$ cat src/rtl/uart_pkg.sv
// Shared definitions for the UART receive path: frame geometry and FSM encoding.
package uart_pkg;

    localparam int unsigned DATA_BITS      = 8;
    localparam int unsigned OVERSAMPLE_DEF = 16;

    typedef enum logic [2:0] {
        IDLE  = 3'd0,
        START = 3'd1,
        DATA  = 3'd2,
        STOP  = 3'd3,
        BREAK = 3'd4
    } rx_state_t;

endpackage

$ cat src/rtl/sync_2ff.sv
// Two-flop synchronizer for a single asynchronous input; reset value selectable.
module sync_2ff #(
    parameter logic RESET_VAL = 1'b1
) (
    input  logic clk,
    input  logic rst,
    input  logic d,
    output logic q
);

    logic meta;

    always_ff @(posedge clk) begin
        if (rst) begin
            meta <= RESET_VAL;
            q    <= RESET_VAL;
        end else begin
            meta <= d;
            q    <= meta;
        end
    end

endmodule

$ cat src/rtl/uart_rx_8n1.sv
// 8N1 UART receiver: centre-sampled start/data/stop bits on an oversample enable,
// one-clock valid or frame-error pulse per frame, break hold-off after a bad stop bit.
module uart_rx_8n1
    import uart_pkg::*;
#(
    parameter int unsigned OVERSAMPLE = OVERSAMPLE_DEF
) (
    input  logic                 clk,
    input  logic                 rst,
    input  logic                 sample_tick,
    input  logic                 rx,
    output logic [DATA_BITS-1:0] rx_data,
    output logic                 rx_valid,
    output logic                 rx_busy,
    output logic                 frame_error
);

    localparam int unsigned CNT_W = $clog2(OVERSAMPLE);
    localparam int unsigned BIT_W = $clog2(DATA_BITS);

    rx_state_t            state, state_nxt;
    logic [CNT_W-1:0]     cnt, cnt_nxt;
    logic [BIT_W-1:0]     bit_idx, bit_idx_nxt;
    logic [DATA_BITS-1:0] shreg, shreg_nxt;
    logic [DATA_BITS-1:0] rx_data_nxt;
    logic                 rx_valid_nxt;
    logic                 frame_error_nxt;
    logic                 rx_busy_nxt;
    logic                 rx_s;

    sync_2ff #(.RESET_VAL(1'b1)) u_sync (
        .clk (clk),
        .rst (rst),
        .d   (rx),
        .q   (rx_s)
    );

    // State and registered outputs.
    always_ff @(posedge clk) begin
        if (rst) begin
            state       <= IDLE;
            cnt         <= '0;
            bit_idx     <= '0;
            shreg       <= '0;
            rx_data     <= '0;
            rx_valid    <= 1'b0;
            frame_error <= 1'b0;
            rx_busy     <= 1'b0;
        end else begin
            state       <= state_nxt;
            cnt         <= cnt_nxt;
            bit_idx     <= bit_idx_nxt;
            shreg       <= shreg_nxt;
            rx_data     <= rx_data_nxt;
            rx_valid    <= rx_valid_nxt;
            frame_error <= frame_error_nxt;
            rx_busy     <= rx_busy_nxt;
        end
    end

    // Next-state logic; everything advances only on sample_tick except the pulses.
    always_comb begin
        state_nxt       = state;
        cnt_nxt         = cnt;
        bit_idx_nxt     = bit_idx;
        shreg_nxt       = shreg;
        rx_data_nxt     = rx_data;
        rx_valid_nxt    = 1'b0;
        frame_error_nxt = 1'b0;

        if (sample_tick) begin
            case (state)
                IDLE: begin
                    if (!rx_s) begin
                        state_nxt = START;
                        cnt_nxt   = '0;
                    end
                end
                START: begin
                    if (cnt == CNT_W'(OVERSAMPLE / 2 - 1)) begin
                        cnt_nxt     = '0;
                        bit_idx_nxt = '0;
                        state_nxt   = rx_s ? IDLE : DATA;
                    end else begin
                        cnt_nxt = cnt + CNT_W'(1);
                    end
                end
                DATA: begin
                    if (cnt == CNT_W'(OVERSAMPLE - 1)) begin
                        shreg_nxt   = {rx_s, shreg[DATA_BITS-1:1]};
                        cnt_nxt     = '0;
                        bit_idx_nxt = bit_idx + BIT_W'(1);
                        if (bit_idx == BIT_W'(DATA_BITS - 1)) begin
                            state_nxt = STOP;
                        end
                    end else begin
                        cnt_nxt = cnt + CNT_W'(1);
                    end
                end
                STOP: begin
                    // Leave at stop-bit centre so a back-to-back start edge is not missed.
                    if (cnt == CNT_W'(OVERSAMPLE - 1)) begin
                        cnt_nxt = '0;
                        if (rx_s) begin
                            rx_data_nxt  = shreg;
                            rx_valid_nxt = 1'b1;
                            state_nxt    = IDLE;
                        end else begin
                            frame_error_nxt = 1'b1;
                            state_nxt       = BREAK;
                        end
                    end else begin
                        cnt_nxt = cnt + CNT_W'(1);
                    end
                end
                BREAK: begin
                    if (rx_s) begin
                        state_nxt = IDLE;
                    end
                end
                default: begin
                    state_nxt = IDLE;
                    cnt_nxt   = '0;
                end
            endcase
        end

        rx_busy_nxt = (state_nxt != IDLE);
    end

endmodule
$ cat config.mk
export PLATFORM = sky130hd
export DESIGN_NAME = uart_rx_8n1
export DESIGN_NICKNAME = d
export VERILOG_FILES = /design/src/rtl/uart_pkg.sv /design/src/rtl/sync_2ff.sv /design/src/rtl/uart_rx_8n1.sv
export SDC_FILE = /design/constraint.sdc
export NUM_CORES = 1
export LEC_CHECK = 0
export CORE_MARGIN = 5
export CORE_UTILIZATION = 25
export DETAILED_ROUTE_END_ITERATION = 16
export DONT_BUFFER_PORTS = 1
export GPL_ROUTABILITY_DRIVEN = 0
export PLACE_DENSITY = 0.37
export SYNTH_ARGS = -nofsm -noshare
export SYNTH_HDL_FRONTEND = slang
export SYNTH_SLANG_ARGS = --single-unit
$ cat constraint.sdc
create_clock -name clk -period 4.61 [get_ports clk]
set_input_delay 0.461 -clock clk [delete_from_list [all_inputs] [get_ports clk]]
set_output_delay 0.461 -clock clk [all_outputs]
set_load 0.05 [all_outputs]
# ---- Word-level counts from Yosys, hierarchy flattened
# Cells that the tools add are included.
dict set report word_totals {
  ff_bits 31
  word_cells 54
}
dict set report classes {
  addsub 2
  n_eq_ne 10
  mux 19
  bitwise_logic 4
  n_reduce_logical 9
}
# cell count
set op_table {}
lappend op_table {{$mux 3} 10}
lappend op_table {{$pmux 4 s4} 1}
lappend op_table {{$pmux 3 s5} 1}
lappend op_table {{$mux 4} 3}
lappend op_table {{$reduce_and 4->1} 2}
lappend op_table {{$eq 3x2->1 const B} 2}
lappend op_table {{$eq 3x3->1 const B} 2}
lappend op_table {{$ne 2x2->1 const B} 3}
lappend op_table {{$pmux 3 s2} 1}
lappend op_table {{$reduce_and 3->1} 2}
lappend op_table {{$add 4x1->4 const B} 1}
lappend op_table {{$eq 4x3->1 const B} 1}
lappend op_table {{$eq 4x4->1 const B} 1}
lappend op_table {{$not 1->1} 4}
lappend op_table {{$reduce_or 4->1} 1}
lappend op_table {{$add 3x1->3 const B} 1}
lappend op_table {{$eq 3x1->1 const B} 1}
lappend op_table {{$logic_not 3->1} 1}
lappend op_table {{$reduce_bool 3->1} 1}
lappend op_table {{$mux 1} 2}
lappend op_table {{$mux 2} 1}
lappend op_table {{$reduce_bool 2->1} 1}
lappend op_table {{$reduce_or 2->1} 1}

# ---- Longest topological paths before layout
dict set report logic_depth {
  word_depth 6
  mapped_depth 6
  depth_no_buf 5
}

# ---- Cells and area by module
# Synthesis repeated with hierarchy kept, for this count alone.
dict set report unflattened {
  cells_unflattened 145
  hier_area_um2 1381.3
}
# module n_inst cells_each area_each_um2 seq_area_each_um2
set modules_own_cells {}
lappend modules_own_cells {uart_rx_8n1 1 141 1328.8 580.6}
lappend modules_own_cells {sync_2ff 1 4 52.6 40.0}

# ---- Worst setup path before layout
# No wires, ideal clock.
dict set report synth_path {
  path_type {flip-flop to flip-flop}
  from {register cnt[0]}
  to {register shreg[0]}
  setup_ps 128
  arrival_time_ps 1561
  t_required_ps 4482
  slack_ps 2921
  stages_incl_launch_ff 7
  period_less_slack_ps 1689
  cell_sequence {dfxtp_1 -> ha_1 -> nand3_1 -> or4b_4 -> buf_6 -> mux2i_1 -> nor2_1}
}
dict set report synth_between {
  elab_chain_cells 2
}
# element line
set synth_rtl {}
lappend synth_rtl {{start, declared} uart_rx_8n1.sv:22} ;# logic [CNT_W-1:0] cnt, cnt_nxt;
lappend synth_rtl {{start signal, assigned} uart_rx_8n1.sv:51} ;# cnt <= cnt_nxt;
lappend synth_rtl {{$eq 4x4->1} uart_rx_8n1.sv:89} ;# if (cnt == CNT_W'(OVERSAMPLE - 1)) begin
lappend synth_rtl {{$reduce_and 3->1 (no line)} --}
lappend synth_rtl {{end signal, assigned} uart_rx_8n1.sv:53} ;# shreg <= shreg_nxt;
lappend synth_rtl {{end, declared} uart_rx_8n1.sv:24} ;# logic [DATA_BITS-1:0] shreg, shreg_nxt;
# Every way passes these cells.
# A chain may end at the register's enable or synchronous reset.

# ---- Worst setup path in the final report
dict set report layout_path {
  from {register state[1]}
  to {register rx_data[2]}
}
dict set report layout_between {
  elab_chain_cells 2
}
# element line
set layout_rtl {}
lappend layout_rtl {{start, declared} uart_rx_8n1.sv:21} ;# rx_state_t state, state_nxt;
lappend layout_rtl {{start signal, assigned} uart_rx_8n1.sv:50} ;# state <= state_nxt;
lappend layout_rtl {{$eq 3x2->1} uart_rx_8n1.sv:72} ;# case (state)
lappend layout_rtl {{$reduce_and 4->1 (no line)} --}
lappend layout_rtl {{end signal, assigned} uart_rx_8n1.sv:54} ;# rx_data <= rx_data_nxt;
lappend layout_rtl {{end, declared} uart_rx_8n1.sv:12} ;# output logic [DATA_BITS-1:0] rx_data,
# Every way passes these cells.

==> flow_summary_export.csv <==
group,metric,value,unit
critical_path,crit_path_end_kind,"register",
critical_path,crit_required,4.77,ns
critical_path,critPathKind,"reg -> reg",
synthesis,synth_xor_area_share,0.628,%
timing,final_hold_viol_count,0,
layout,fin_area,0.00150,mm^2
drt,wire_per_inst,13.1,um
critical_path,worstPathMaxFanout,14,
synthesis,yosysSeqAreaShare,44.5,%
layout,drive_above_1_share,12.3,%
synthesis,ys_warn_count,0,
hold_path,hp-class,"in -> reg",
timing,fmaxAchievable,514,MHz
die,initial_utilization,25.5,%
synthesis,yosys.area_share.adder,2.69,%
synthesis,synth.distinct_cells,42,
power_and_ir_drop,power_density,320,mW/mm^2
synthesis,synth_edf_count,0,
global_routing,grt.overflow.total,0,
layout,antenna_cells,0,
critical_path,start_kind,"register",
clock_network,post_cts_buffers,0,
drt,drtAntennaViolNets,0,
critical_path,cp_data_arrival_time,2.11,ns
power_and_ir_drop,leakagePower,0.655,nW
synthesis,synth.cell_area,0.00139,mm^2
clock_network,cts_resized,0,
synthesis,synth_top_family_by_area,"simple AND/OR/NAND/NOR gates",
timing,setup_tns,0,ns
timing,hold_ws,0.251,ns
timing,max_slew_margin,55.9,%
global_routing,grt_max_degree,32,
synthesis,synth_top_area_cell,"dfxtp_1",
synthesis,avgSynthCellArea,9.96,um^2
drt,post-route-drc-count,0,
synthesis,synthSimpleGateAreaFrac,23.8,%
clock_network,clk_latency,0.27,ns
drt,first_pass_iters,3,
timing,finalSetupViolCount,0,
synthesis,synth_area_leaders,"dfxtp_1 45%, mux2i_1 13%, nor2_1 6.5%",
layout,syn_to_final_growth,7.45,%
drt,routed_wl,2750,um
die,die_h,84.7,um
die,die_w,84.7,um
die,dieArea,0.00717,mm^2
clock_network,cts.sink_count,31,
die,core,0.00547,mm^2
clock_network,root_buffer,"clkbuf_8",
timing,fin_crit_sh,42.2,%
drt,viasPerCell,4.56,
global_routing,grt.total_usage,8.21,%
drt,vias,957,
clock_network,hold_buffers,0,
global_routing,grt_first_pass_wirelength,4710,um
timing,fin_crit,1.95,ns
synthesis,synth.top_cell.area_share,44.5,%
synthesis,ys_seq_elements,31,
global_routing,grt_pass1_vias,981,
synthesis,syn_inst,140,
run_status,status,"finished clean",
synthesis,synth_compound_area_share,10.3,%
job,maxCapViolations,0,
place,place_area,0.00142,mm^2
die,row_count,27,
layout,finalNetCount,144,
timing,finClkSkew,0.00370,ns
synthesis,synthFlopType,"dfxtp_1",
clock_network,numCtsBuffers,5,
drt,dr.first_iter.drc_count,37,
synthesis,synthMuxAreaShare,12.9,%
clock_network,htreeDepth,2,
timing,rsz0062_at_grt,"false",
place,dp_hpwl,1830,um
clock_network,cts.clk_slew.worst_paths,0.06,ns
synthesis,syn-num-nets,147,
power_and_ir_drop,worst_ir_drop_vdd,0.000150,V
global_routing,grt_antenna_before_repair,0,
timing,slew_viol_final,0,
synthesis,synthArstFlopShare,0,%
clock_network,cts_tree,"yes",
clock_network,cts_buffer_depth,2,
die,ios,15,
timing,worst_slew_pin_slew,0.657,ns
place,place.port_buffers,0,
==> area by class of cell <==
| cell class | instances | area [um^2] |
|---|---|---|
| Fill cell | 603 | 3980 |
| Multi-Input combinational cell | 98 | 702 |
| Sequential cell | 31 | 621 |
| Tap cell | 72 | 90.1 |
| Clock buffer | 7 | 76.3 |
| Clock inverter | 1 | 5.00 |
| Inverter | 1 | 3.75 |
==> metrics by stage <==
stage | worst slack (ns) | instances | power, mW | utilization (%)
global route | 2.42 | 210 | 0.500 | 27.4
CTS | 2.63 | 210 | 0.489 | 27.4
finish | 2.66 | 210 | 0.480 | 27.4
detailed placement | 2.64 | 202 | 0.285 | 25.9
floorplan | 2.92 | 140 | 0.288 | -
global placement | 2.67 | 202 | 0.285 | 25.9
==> logic make-up (layout without fill, tap and decap cells) <==
family / count (synthesis) / in the layout
AOI/OAI and AO/OA: 18 / 18
muxes: 18 / 18
adders and majority gates: 3 / 3
and+or+nand+nor: 58 / 58
buffers and inverters: 11 / 9
DFF: 31 / 31
xor gates and xnor gates: 1 / 1
==> Yosys cell counts, types with 2 or more instances <==
library cell / number
dfxtp_1: 31
nor2_1: 24
ha_1: 3
mux2i_1: 18
nand2_1: 4
buf_2: 3
a21oi_1: 5
nor3_1: 2
nor3b_1: 2
buf_6: 3
nand3_1: 6
o21ai_0: 2
o31ai_1: 2
clkbuf_1: 3
nand2b_1: 3
or2_2: 2
nand3b_1: 2
==> where the power goes <==
part | internal (mW) | leakage [nW] | switching (mW)
combinational | 0.00408 | 0.363 | 0.00290
sequential | 0.269 | 0.250 | 0.00289
clock | 0.106 | 0.0422 | 0.0949
total | 0.379 | 0.655 | 0.101
==> placed cells by master (no fill, tap or decap), drive strengths merged, types with 2 or more instances in the layout <==
master / synthesis / layout
mux2i: 18 / 18
or4b: 2 / 2
nand3b: 2 / 2
a21oi: 5 / 5
nand3: 6 / 6
o21ai: 2 / 2
dfxtp: 31 / 31
nor3b: 3 / 3
o31ai: 2 / 2
clkbuf: 3 / 7
ha: 3 / 3
nand2: 4 / 4
nand2b: 4 / 4
or2: 2 / 2
nor2: 24 / 24
nor3: 2 / 2
==> layer usage <==
metal / track usage [%] / wire length (um)
met5: 0 / 0
met4: 3.45 / 31
met3: 3.53 / 159
met2: 12.4 / 1190
met1: 10.2 / 1370
==> final timing paths <==
path	start	to	slack, ns	cells after the start
min	rst	cnt[2]	0.25	1
min reg2reg	u_sync.meta	u_sync.q	0.41	1
max reg2reg	state[1]	rx_data[2]	2.66	4
max	state[1]	rx_data[2]	2.66	4
==> worst max-delay path, cell delays in order, from the launching register on <==
cell and delay (ns):
dfxtp_1 0.64, and3b_2 0.29, nand4_1 0.52, mux2i_1 0.32
nor2_1 0.06
==> sequential cells by signal, summed over array words and instances (netlist names) <==
name and count:
rx_valid 1, u_sync.meta 1, shreg 8, cnt 4
u_sync.q 1, bit_idx 3, state 3, rx_data 8
frame_error 1, rx_busy 1
Note: power is estimated with default switching activity, not from simulation.
